===== src/rtl/ffd_pkg.sv =====
// Shared types and defaults for the ffd_arbiter slice: FSM state encoding,
// requester count, default widths and the round-robin pick helper.
package ffd_pkg;

  localparam int unsigned FFD_N_REQ    = 4;
  localparam int unsigned FFD_WIDTH    = 4;
  localparam int unsigned FFD_LOCK_MAX = 8;

  typedef enum logic {
    IDLE  = 1'b0,
    GRANT = 1'b1
  } state_e;

  // First set request at or above ptr, wrapping 3 -> 0; lowest offset wins.
  function automatic logic [1:0] rr_pick(input logic [FFD_N_REQ-1:0] req,
                                         input logic [1:0]           ptr);
    logic [1:0] idx;
    rr_pick = ptr;
    for (int unsigned k = FFD_N_REQ; k > 0; k--) begin
      idx = ptr + 2'(k - 1);
      if (req[idx]) rr_pick = idx;
    end
  endfunction

endpackage


===== src/rtl/ffd_en_reg.sv =====
// WIDTH-bit D register with write enable and asynchronous active-low reset.
module ffd_en_reg
  import ffd_pkg::*;
#(
  parameter int unsigned WIDTH = FFD_WIDTH
) (
  input  logic             clk,
  input  logic             reset,
  input  logic             en,
  input  logic [WIDTH-1:0] d,
  output logic [WIDTH-1:0] q
);

  always_ff @(posedge clk or negedge reset) begin
    if (!reset)  q <= '0;
    else if (en) q <= d;
  end

endmodule


===== src/rtl/ffd_arbiter.sv =====
// Round-robin arbiter writing one requester's word into a shared register.
// Optional grant locking is enabled by defining FFD_ARBITER_LOCK_EN.
module ffd_arbiter
  import ffd_pkg::*;
#(
  parameter int unsigned WIDTH    = FFD_WIDTH,
  parameter int unsigned N_REQ    = FFD_N_REQ,
  parameter int unsigned LOCK_MAX = FFD_LOCK_MAX
) (
  input  logic                   clk,
  input  logic                   reset,
  input  logic [N_REQ-1:0]       req,
  input  logic [N_REQ*WIDTH-1:0] data_in,
`ifdef FFD_ARBITER_LOCK_EN
  input  logic [N_REQ-1:0]       lock,
`endif
  output logic [N_REQ-1:0]       gnt,
  output logic                   enabled,
  output logic [WIDTH-1:0]       q,
  output logic [1:0]             owner
);

  state_e           state, state_nxt;
  logic [N_REQ-1:0] gnt_nxt;
  logic [1:0]       gnt_idx, gnt_idx_nxt;
  logic [1:0]       rr_ptr, rr_ptr_nxt;
  logic [1:0]       pick;
  logic             hold;
  logic [WIDTH-1:0] d_sel;

  assign pick    = rr_pick(req, rr_ptr);
  assign enabled = |gnt;
  assign d_sel   = data_in[int'(gnt_idx)*WIDTH +: WIDTH];

`ifdef FFD_ARBITER_LOCK_EN
  localparam int unsigned LCW = (LOCK_MAX > 1) ? $clog2(LOCK_MAX) : 1;
  logic [LCW-1:0] lock_cnt;

  // lock_cnt counts GRANT cycles already completed; release on the LOCK_MAX-th.
  assign hold = lock[gnt_idx] && ((32'(lock_cnt) + 32'd1) < LOCK_MAX);

  always_ff @(posedge clk or negedge reset) begin
    if (!reset)                       lock_cnt <= '0;
    else if ((state == GRANT) && hold) lock_cnt <= lock_cnt + 1'b1;
    else                              lock_cnt <= '0;
  end
`else
  assign hold = 1'b0;
`endif

  always_comb begin
    state_nxt   = state;
    gnt_nxt     = gnt;
    gnt_idx_nxt = gnt_idx;
    rr_ptr_nxt  = rr_ptr;
    unique case (state)
      IDLE: begin
        if (|req) begin
          state_nxt          = GRANT;
          gnt_idx_nxt        = pick;
          gnt_nxt            = '0;
          gnt_nxt[pick]      = 1'b1;
        end
      end
      GRANT: begin
        if (!hold) begin
          state_nxt  = IDLE;
          gnt_nxt    = '0;
          rr_ptr_nxt = gnt_idx + 2'd1;
        end
      end
      default: state_nxt = IDLE;
    endcase
  end

  always_ff @(posedge clk or negedge reset) begin
    if (!reset) begin
      state   <= IDLE;
      gnt     <= '0;
      gnt_idx <= '0;
      rr_ptr  <= '0;
      owner   <= '0;
    end else begin
      state   <= state_nxt;
      gnt     <= gnt_nxt;
      gnt_idx <= gnt_idx_nxt;
      rr_ptr  <= rr_ptr_nxt;
      if (enabled) owner <= gnt_idx;
    end
  end

  ffd_en_reg #(.WIDTH(WIDTH)) u_reg (
    .clk   (clk),
    .reset (reset),
    .en    (enabled),
    .d     (d_sel),
    .q     (q)
  );

endmodule


===== config.mk =====
export PLATFORM = sky130hd
export DESIGN_NAME = ffd_arbiter
export DESIGN_NICKNAME = d
export VERILOG_FILES = /design/src/rtl/ffd_pkg.sv /design/src/rtl/ffd_en_reg.sv /design/src/rtl/ffd_arbiter.sv
export SDC_FILE = /design/constraint.sdc
export NUM_CORES = 1
export LEC_CHECK = 0
export CORE_AREA = 2 2 47 49
export CTS_CLUSTER_SIZE = 20
export DETAILED_ROUTE_END_ITERATION = 12
export DIE_AREA = 0 0 49 51
export PLACE_DENSITY = 0.76
export SLEW_MARGIN = 10
export SYNTH_ARGS = -nofsm -noshare
export SYNTH_HDL_FRONTEND = slang
export SYNTH_SLANG_ARGS = --single-unit

===== constraint.sdc =====
create_clock -name clk -period 2 [get_ports clk]
set_clock_uncertainty 0.05 [all_clocks]
set_input_delay 0.4 -clock clk [delete_from_list [all_inputs] [get_ports clk]]
set_output_delay 0.4 -clock clk [all_outputs]
set_load 0.005 [all_outputs]

==> reports/metrics.yaml <==
setup_tns_ps: 0
post_cts_buffers: 0
fin_nets: 124
synthTopCellsByArea: "dfrtp_1 (48%), mux4_2 (12%), mux2_2 (8.7%)"
antenna_left: 0
hold_violations: 0
highest-signal-layer: "met4"
leakagePower_uw: 0.0004967
ys_ff_latch: 15
peakVddDrop_v: 0.0004654
grt_pass1_vias: 682
yosysUniqueCellTypes: 24
die_y_microns: 51
ios: 33
max_slew_margin: 0.7474
worst_pin_slew_ps: 378.8
wl_met2_microns: 903
synth-edff-count: 0
worstPathArrival_ps: 1850
async_flop_share: 1.000
syn_to_final_growth_pct: 53.31
synth_warnings: 0
worstRegToRegCells: 2
reg2reg_to: "u_reg.q[3]"
dieWidth_microns: 49
drc: 0
grt.total_usage: 0.1550
multiInputGateArea_sq_um: 379.1
wl_met3_microns: 190
crit_path_end_kind: "register"
first_pass_iters: 4
start_util: 0.3754
grt_max_degree: 16
hpwl_mm: 1.473
cp_max_fo: 5
numClockSinks: 15
h-tree-depth: 1
port-buffer-count: 32
drive_above_1_share: 0.1980
syn-num-nets: 84
drt-met1-wl_microns: 679
setup_violations: 0
hp-class: "primary input to asynchronous set/reset pin"
worst_ep_required_time_ps: 2130
dieArea_sq_mm: 0.002499
ys.flop_type: "dfrtp_1"
fillers: 191
cts_buffers: 3
power_density_mw_per_mm2: 1259
maxCapViolCount: 0
placed_cells: 125
placed_cell_area_sq_mm: 0.001159
synth.largest_area_cell: "dfrtp_1"
final_cell_area_sq_mm: 0.001187
cp-start-kind: "primary input"
tritoncts: "built"
fmax_mhz: 580.6
criticalPathCategory: "primary input to register"
clock_latency_ps: 290
rsz0062_at_grt: "false"
ys_seq_area_frac: 0.4847
drv_slew: 0
reg2reg_from: "gnt_idx[0]"
root_buffer: "clkbuf_4"
outcome: "completed"
synthCells: 62
clockBufferDepth: 2
wl_per_cell_microns: 14.00
core-area_sq_mm: 0.002063
syn_area_sq_um: 774.5
overflow: 0
reg2reg_slack_ps: 430
grt_pass1_wl_mm: 2.877
final.period_utilization: 0.8612
seq_area_sq_um: 375.4
insertedDiodeCount: 0
syn_area_per_cell_sq_um: 12.49
grt_antenna_before_repair: 0
final_util: 0.5755
vias: 678
fin_crit_ps: 1722
fin_cells: 129
yosysTopAreaCellShare: 0.4847
place.gp.congestion: 0.7683
path_clk_slew_ps: 90
vias_per_cell: 5.256
wirelength_mm: 1.806
drtIter0Drc: 6
rows: 17
cells in the mapped netlist, types with 2 or more instances:
| library cell | number |
|---|---|
| dfrtp_1 | 15 |
| nor2_1 | 7 |
| mux2_2 | 6 |
| mux4_2 | 4 |
| a21oi_1 | 3 |
| inv_1 | 3 |
| nor2b_1 | 3 |
| o21ai_0 | 3 |
| a32o_1 | 2 |
| nand2_1 | 2 |
logic make-up (layout without fill, tap and decap cells):
family                 after synthesis  in the layout  synth area share
AO/OA/AOI/OAI                       15             15            0.1470
XOR/XNOR                             1              1           0.01131
buffers and inverters                5             44           0.02584
flip-flops                          15             15            0.4847
multiplexers                        11             11            0.2181
AND/OR/NAND/NOR                     15             15            0.1131
sequential cells by signal (all words and copies together) (netlist names):
register  cells
gnt_idx       2
rr_ptr        2
gnt           4
owner         2
state         1
u_reg.q       4
power breakdown:
part | leakage (uW) | switching (uW) | internal, uW
Clock | 0.0000150 | 95.5 | 77.6
Combinational | 0.000300 | 234 | 496
Sequential | 0.000182 | 156 | 436
worst max-delay path, cell delays in order:
cell	delay, ps
clkdlybuf4s50_1	540
nor2_1	70
a221o_1	360
o22a_1	230
a32o_1	260
through the flow:
stage | worst slack, ps | hold slack (ps) | power, uW
CTS | 16.73 | 381.7 | 1514
finish | 277.6 | 372.1 | 1495
global placement | 13.97 | 437.5 | 1310
detailed placement | -28.18 | 444.2 | 1341
global route | 208.2 | 394.8 | 1587
floorplan | 571.1 | 54.41 | 985.0
placed cells by master (no fill, tap or decap), types with 2 or more instances in the layout:
master and instances:
a21oi_1 3, buf_4 5, nand2_1 2, clkbuf_4 3, a32o_1 2, inv_1 3
clkdlybuf4s50_1 31, dfrtp_1 15, nor2b_1 3, mux2_2 6, nor2_1 7, o21ai_0 3
mux4_2 4
layer usage:
layer,track usage,vias to the layer above
li1,-,309
met1,0.1380,332
met2,0.2945,32
met3,0.06433,5
met4,0.08571,0
met5,0,-
worst max-delay path by stage:
| stage | from | cells after the start | to |
|---|---|---|---|
| 4_1_cts | gnt[1] | 3 | enabled |
| 5_1_grt | req[1] | 5 | gnt[3] |
| 3_3_place_gp | req[1] | 5 | gnt[3] |
| 3_5_place_dp | req[1] | 5 | gnt[3] |
| 6_report | req[1] | 5 | gnt[3] |
| 2_1_floorplan | req[2] | 4 | gnt[3] |
layout make-up:
type	count	area share
flip-flops and latches	15	0.3161
multi-input cells	42	0.3193
well taps	28	0.02950
inverters	3	0.009484
repair buffers	37	0.3035
clock buffers	4	0.02213
timing repair:
item / CTS / global route
hold buffers: 0 / 0
resized for setup: 0 / 1
setup endpoints to repair: 0 / 1
Power figures use the tool's default switching activity.
